**src/rtl/uart_rx_8x.sv**
```systemverilog
// ---------------------------------------------------------------------------
// uart_rx_8x
//
// 8N1 UART receiver, LSB first, line idle high. It uses the shared 8x baud
// tick and a 3-sample majority vote in the middle of every bit.
// A correctly framed byte updates o_dout and pulses o_rx_done for one clk.
// A stop bit sampled low pulses o_frame_err for one clk and leaves o_dout
// unchanged.
//
// Parameters:
//   SYNC_STAGES  number of flops in the rx synchronizer (minimum 2)
//
// Ports:
//   clk          system clock
//   rst          asynchronous, active-high reset
//   baud_tick    one-clk pulse at 8x the baud rate
//   rx           asynchronous serial input
//   o_dout       last correctly framed byte
//   o_rx_done    one-clk strobe when o_dout is updated
//   o_frame_err  one-clk strobe when the stop bit is sampled low
//   o_rx_busy    high whenever the receiver is not idle
// ---------------------------------------------------------------------------
`timescale 1ns/1ps

module uart_rx_8x #(
  parameter int SYNC_STAGES = 2
) (
  input  logic       clk,
  input  logic       rst,
  input  logic       baud_tick,
  input  logic       rx,
  output logic [7:0] o_dout,
  output logic       o_rx_done,
  output logic       o_frame_err,
  output logic       o_rx_busy
);

  typedef enum logic [1:0] {
    IDLE  = 2'd0,
    START = 2'd1,
    DATA  = 2'd2,
    STOP  = 2'd3
  } state_t;

  state_t                 state_q, state_d;
  logic [SYNC_STAGES-1:0] sync_q, sync_d;
  logic                   rx_s_d_q, rx_s_d_d;
  logic [2:0]             b_cnt_q, b_cnt_d;
  logic [2:0]             bit_cnt_q, bit_cnt_d;
  logic [7:0]             shift_q, shift_d;
  logic [7:0]             dout_q, dout_d;
  logic                   v2_q, v2_d;
  logic                   v3_q, v3_d;
  logic                   rx_done_q, rx_done_d;
  logic                   frame_err_q, frame_err_d;

  logic rx_s;
  logic fall;
  logic maj;

  assign rx_s = sync_q[SYNC_STAGES-1];
  assign fall = rx_s_d_q & ~rx_s;
  // The third vote is the live synchronized line on the b_cnt==4 tick.
  assign maj  = (v2_q & v3_q) | (v2_q & rx_s) | (v3_q & rx_s);

  // Next-state and datapath logic. Only the synchronizer and the edge
  // detector move between ticks; everything else waits for baud_tick.
  always_comb begin
    state_d     = state_q;
    sync_d      = {sync_q[SYNC_STAGES-2:0], rx};
    rx_s_d_d    = rx_s;
    b_cnt_d     = b_cnt_q;
    bit_cnt_d   = bit_cnt_q;
    shift_d     = shift_q;
    dout_d      = dout_q;
    v2_d        = v2_q;
    v3_d        = v3_q;
    rx_done_d   = 1'b0;
    frame_err_d = 1'b0;

    if (baud_tick && (state_q != IDLE)) begin
      if (b_cnt_q == 3'd2) v2_d = rx_s;
      if (b_cnt_q == 3'd3) v3_d = rx_s;
    end

    case (state_q)
      IDLE: begin
        b_cnt_d   = 3'd0;
        bit_cnt_d = 3'd0;
        // Only a falling edge arms the receiver, so a stuck-low line
        // cannot start back-to-back bogus frames.
        if (fall) state_d = START;
      end

      START: begin
        if (baud_tick) begin
          b_cnt_d = b_cnt_q + 3'd1;
          if ((b_cnt_q == 3'd4) && maj) begin
            state_d = IDLE;
          end else if (b_cnt_q == 3'd7) begin
            state_d   = DATA;
            bit_cnt_d = 3'd0;
          end
        end
      end

      DATA: begin
        if (baud_tick) begin
          b_cnt_d = b_cnt_q + 3'd1;
          if (b_cnt_q == 3'd4) shift_d = {maj, shift_q[7:1]};
          if (b_cnt_q == 3'd7) begin
            if (bit_cnt_q == 3'd7) state_d = STOP;
            else                   bit_cnt_d = bit_cnt_q + 3'd1;
          end
        end
      end

      STOP: begin
        // Leave at mid-stop-bit so a start edge right after the stop bit
        // is still seen.
        if (baud_tick) begin
          b_cnt_d = b_cnt_q + 3'd1;
          if (b_cnt_q == 3'd4) begin
            state_d = IDLE;
            if (maj) begin
              dout_d    = shift_q;
              rx_done_d = 1'b1;
            end else begin
              frame_err_d = 1'b1;
            end
          end
        end
      end

      default: state_d = IDLE;
    endcase
  end

  // State and datapath registers. The synchronizer resets to the idle
  // level so reset release never looks like a start edge.
  always_ff @(posedge clk or posedge rst) begin
    if (rst) begin
      state_q     <= IDLE;
      sync_q      <= '1;
      rx_s_d_q    <= 1'b1;
      b_cnt_q     <= 3'd0;
      bit_cnt_q   <= 3'd0;
      shift_q     <= 8'h00;
      dout_q      <= 8'h00;
      v2_q        <= 1'b0;
      v3_q        <= 1'b0;
      rx_done_q   <= 1'b0;
      frame_err_q <= 1'b0;
    end else begin
      state_q     <= state_d;
      sync_q      <= sync_d;
      rx_s_d_q    <= rx_s_d_d;
      b_cnt_q     <= b_cnt_d;
      bit_cnt_q   <= bit_cnt_d;
      shift_q     <= shift_d;
      dout_q      <= dout_d;
      v2_q        <= v2_d;
      v3_q        <= v3_d;
      rx_done_q   <= rx_done_d;
      frame_err_q <= frame_err_d;
    end
  end

  assign o_dout      = dout_q;
  assign o_rx_done   = rx_done_q;
  assign o_frame_err = frame_err_q;
  assign o_rx_busy   = (state_q != IDLE);

endmodule

```
**config.mk**
```make
export PLATFORM = sky130hd
export DESIGN_NAME = uart_rx_8x
export DESIGN_NICKNAME = d
export VERILOG_FILES = /design/src/rtl/uart_rx_8x.sv
export SDC_FILE = /design/constraint.sdc
export NUM_CORES = 1
export LEC_CHECK = 0
export ABC_CLOCK_PERIOD_IN_PS = 3200
export BUFFER_PORTS_ARGS = -buffer_cell sky130_fd_sc_hd__buf_4
export CAP_MARGIN = 20
export CORE_ASPECT_RATIO = 1.5
export CORE_UTILIZATION = 39
export CTS_CLUSTER_SIZE = 30
export DETAILED_ROUTE_END_ITERATION = 10
export PLACE_DENSITY_LB_ADDON = 0.15
export REMOVE_ABC_BUFFERS = 1
export SLEW_MARGIN = 20
export SYNTH_ARGS = -nofsm -noshare
export SYNTH_HDL_FRONTEND = slang
export SYNTH_SLANG_ARGS = --single-unit
```
**constraint.sdc**
```tcl
create_clock -name clk -period 3.2 [get_ports clk]
set_input_delay 0.48 -clock clk [delete_from_list [all_inputs] [get_ports clk]]
set_output_delay 0.48 -clock clk [all_outputs]
set_load 0.02 [all_outputs]
```
# After elaboration in Yosys (flattened, before gate mapping)
# Index checks and enable logic that the tools add are counted.
[op_classes]
bitwise_logic = 7
n_reduce_logical = 12
eq_ne = 20
n_mux = 27
addsub = 2
[op_table]
columns = ["op", "count"]
rows = [
  ["2-to-1 mux 3 bit", 7],
  ["inequality test 2 bit (second input constant)", 10],
  ["2-to-1 mux 2 bit", 9],
  ["equality test 3 bit (second input constant)", 3],
  ["case mux 3 bit (3 select lines)", 1],
  ["2-to-1 mux 1 bit", 8],
  ["case mux 2 bit (4 select lines)", 1],
  ["AND reduction 8 bit", 1],
  ["AND reduction 7 bit", 1],
  ["adder 3 x 1 -> 3 bit (second input constant)", 2],
  ["equality test 3 x 2 -> 1 bit (second input constant)", 2],
  ["case mux 3 bit (2 select lines)", 1],
  ["AND 1 bit", 4],
  ["equality test 2 bit (second input constant)", 2],
  ["AND reduction 2 bit", 2],
  ["AND reduction 4 bit", 1],
  ["inequality test 3 bit (second input constant)", 1],
  ["AND reduction 3 bit", 1],
  ["nonzero test 3 bit", 1],
  ["OR reduction 3 bit", 1],
  ["equality test 2 x 1 -> 1 bit (second input constant)", 1],
  ["logical AND 1 bit", 2],
  ["logical NOT 2 bit", 1],
  ["inequality test 2 x 1 -> 1 bit (second input constant)", 1],
  ["3 further kinds", 4],
]
[word_totals]
out_inout_bits = 11
register_bits = 31
inputBits = 4

# Logic depth before layout (Yosys ltp)
[logic_depth]
depth_word = 7
depth_mapped = 6
depth_no_buf = 5

# Worst setup path before layout
# Ideal clock, no wire load.
[synth_timing]
kind = "register to register"
start = "register b_cnt_q[0]"
end = "register shift_q[0]"
required_ps = 3075
arrival_ps = 1539
synth_period_minus_slack_ps = 1664
path_stages_with_launch = 7
path_slack_ps = 1536
cell_sequence = "dfrtp_1 -> inv_1 -> ha_1 -> and3_1 -> and3_1 -> buf_2 -> mux2_2"
[synth_via]
elab_chain_cells = 2
[synth_lines]
columns = ["item", "line_no", "text"]
rows = [
  ["start, declared", "48", "logic [2:0] b_cnt_q, b_cnt_d;"],
  ["start signal, assigned", "158", "b_cnt_q <= b_cnt_d;"],
  ["equality test 3 bit", "110", "if (b_cnt_q == 3'd4) shift_d = {maj, shift_q[7:1]};"],
  ["AND reduction 3 bit (no line)", "n/a", ""],
  ["end signal, assigned", "160", "shift_q <= shift_d;"],
  ["end, declared", "50", "logic [7:0] shift_q, shift_d;"],
]
# No other way between the ends.
# A chain may end at the register's enable or synchronous reset.

# Worst setup path after layout
[layout_timing]
start = "register b_cnt_q[0]"
end = "register shift_q[3]"
# Same word-level chain as after synthesis.

==> out/metrics.cfg <==
[floorplan]
start_util_pct=40.84
die_x_um=50.84
die_h_um=75.25
rows=26
io_pins=15
core_area_sq_mm=0.003416
dieArea_sq_mm=0.003825

[critical_path]
cp-end-kind=register
crit_chain=inv_1 > ha_1 > and3_1 > and3_1 > mux2_2
cpMostUsedCell=and3_1
crit_family=simple AND/OR/NAND/NOR gates
cp_slowest_cell=dfrtp_1
setup.worst_path.class=register to register
cp.required_ns=3.36
worstPathMaxFanout=8
slowest_delay_ns=0.40
arrival_ns=2.04
cp-start-kind=register
path_buf_inv=1

[clocking]
post_cts_resized=0
clock_sinks=31
clk_latency_ns=0.29
cts_hold_buf=0
htree_levels=2
clkTransAtPathRegs_ns=0.07
root_buffer=clkbuf_8
cts_buffer_depth=2
cts_buffers=5
cts_setup_buffers=0
cts_tree=yes

[sta]
worst_pin_slew_ns=0.4636
relSlewSlack_pct=68.66
post-route-period-util_pct=58.61
fin_crit_ns=1.875
hold_violations=0
timing.fmax_ghz=0.5332
tns_ns=0
finalMaxSlewViolations=0
rsz0062_at_grt=false
finalSetupViolCount=0
timing.final.ws_setup_ns=1.325
fin_skew_ns=0.01101

[placement]
gp_congestion=0.7919
dp.cells=158
place_hpwl_um=1571
portBuffers=14
post-place-ws_ns=1.338

[global_route]
grt_max_degree=32
gr-usage-met3_pct=5.051
gr-total-overflow=0
grt_pass1_wl_um=4243
globalRoute.busiestLayer=met2
grt_pass1_vias=920
track_usage_pct=15.87
antenna_found_initial=0
grt_util_met1_pct=17.78
met2_usage_pct=25.48

[final_layout]
final_cell_mix=dfrtp_1 (28), mux2_2 (19), buf_4 (15)
drive_above_1_share_pct=37.90
instances_no_fill=166
area_growth_pct=15.70
fillers=330
diodes=0
nNetsFinal=134
final_common_cell=dfrtp_1

[power]
power_density_mw_per_mm2=673.2
leakage_nw=0.8270
vdd_drop_max_mv=0.3627

[min_path]
hp-class=input pin to async pin

[synthesis]
syn_avg_cell_area_sq_um=13.16
async_flop_share_pct=100.0
synth_cell_type_count=31
syn_inst=106
synth-seq-cells=31
synth_ff_type=dfrtp_1
yosys_warnings=0
syn-cell-area_sq_mm=0.001395
synth_edf_count=0
yosysSeqAreaShare_pct=55.87

[drt]
drt_wl_total_um=2274
vias_per_cell=5.211
drt-wirelength-per-cell_um=13.70
vias=865
drt_pass1_iterations=4
first_iter_violations=14
ant_nets=0
post-route-drc-count=0

[outcome]
status=finished, final reports clean

[run]
maxCapViolCount=0

-- metal layers --
metal	share of wire, %	routed length (um)	vias up
met4	3.3	75	0
met2	49	1121	21
li1	-	-	411
met3	3.9	88	6
met1	43	989	427
met5	0	0	-
-- worst paths after layout --
| path | cells after the start | endpoint | slack [ns] | start |
|---|---|---|---|---|
| setup reg to reg | 5 | shift_q[3] | 1.32 | b_cnt_q[0] |
| hold reg to reg | 0 | sync_q[1] | 0.36 | sync_q[0] |
| max in group asynchronous | 3 | sync_q[0] | 2.60 | rst |
| setup / recovery | 5 | shift_q[3] | 1.32 | b_cnt_q[0] |
| hold / removal | 3 | shift_q[0] | 0.27 | rst |
| min in group clk | 1 | sync_q[0] | 0.31 | rx |
-- synthesized netlist by cell type (all sizes together) (3+ instances only) --
library cell / instances / area (sq um)
and3: 3 / 20.02
buf: 4 / 26.27
dfrtp: 28 / 700.7
dfstp: 3 / 78.83
ha: 7 / 87.58
inv: 7 / 26.28
mux2: 19 / 214.0
nand3: 3 / 15.01
nand4: 3 / 25.02
nor2: 8 / 30.03
-- final cells by class --
class / instances / area, sq um / area share [%]
Multi-Input combinational cell: 63 / 559.3 / 34.65
Sequential cell: 31 / 779.5 / 48.29
Clock inverter: 3 / 15.01 / 0.9302
Timing Repair Buffer: 15 / 112.6 / 6.977
Clock buffer: 5 / 68.82 / 4.264
Inverter: 7 / 26.28 / 1.628
Tap cell: 42 / 52.55 / 3.256
-- flip-flops by register name, indices dropped and copies added, names as in the netlist, named ones only --
register     flops
bit_cnt_q        3
sync_q           2
rx_s_d_q         1
o_frame_err      1
state_q          1
v2_q             1
b_cnt_q          3
v3_q             1
o_rx_done        1
shift_q          8
o_dout           8
-- power breakdown --
part / internal [W] / leakage [nW] / switching (W) / total, W
Sequential: 0.000449 / 0.408 / 0.0000816 / 0.000530
Combinational: 0.000127 / 0.371 / 0.000136 / 0.000263
Clock: 0.000148 / 0.0477 / 0.000145 / 0.000293
Total: 0.000724 / 0.827 / 0.000363 / 0.00109
-- through the flow --
| step | cell area (sq um) | hold WS, ns | utilization (%) | total power (W) |
|---|---|---|---|---|
| floorplan | 1365 | 0.3452 | - | 0.0007171 |
| global placement | 1530 | 0.3463 | 44.80 | 0.0007986 |
| detailed placement | 1530 | 0.3479 | 44.80 | 0.0008007 |
| CTS | 1614 | 0.2823 | 47.25 | 0.001103 |
| global route | 1614 | 0.2899 | 47.25 | 0.001169 |
| finish | 1614 | 0.2702 | 47.25 | 0.001087 |
-- logic make-up (layout without fill, tap and decap cells) --
| logic type | count (synthesis) | in the layout | share of synthesized area, % |
|---|---|---|---|
| flops | 31 | 31 | 55.87 |
| simple gates | 24 | 24 | 10.49 |
| mux | 21 | 21 | 16.77 |
| buf+inv | 12 | 30 | 4.036 |
| compound gates | 9 | 9 | 5.203 |
| fa+ha+maj | 8 | 8 | 6.995 |
| xor+xnor | 1 | 1 | 0.6279 |
-- worst register-to-register path: stages, from the launching register on --
cell     delay [ns]
dfrtp_1        0.40
inv_1          0.09
ha_1           0.26
and3_1         0.24
and3_1         0.38
mux2_2         0.38
Power figures use the tool's default switching activity.
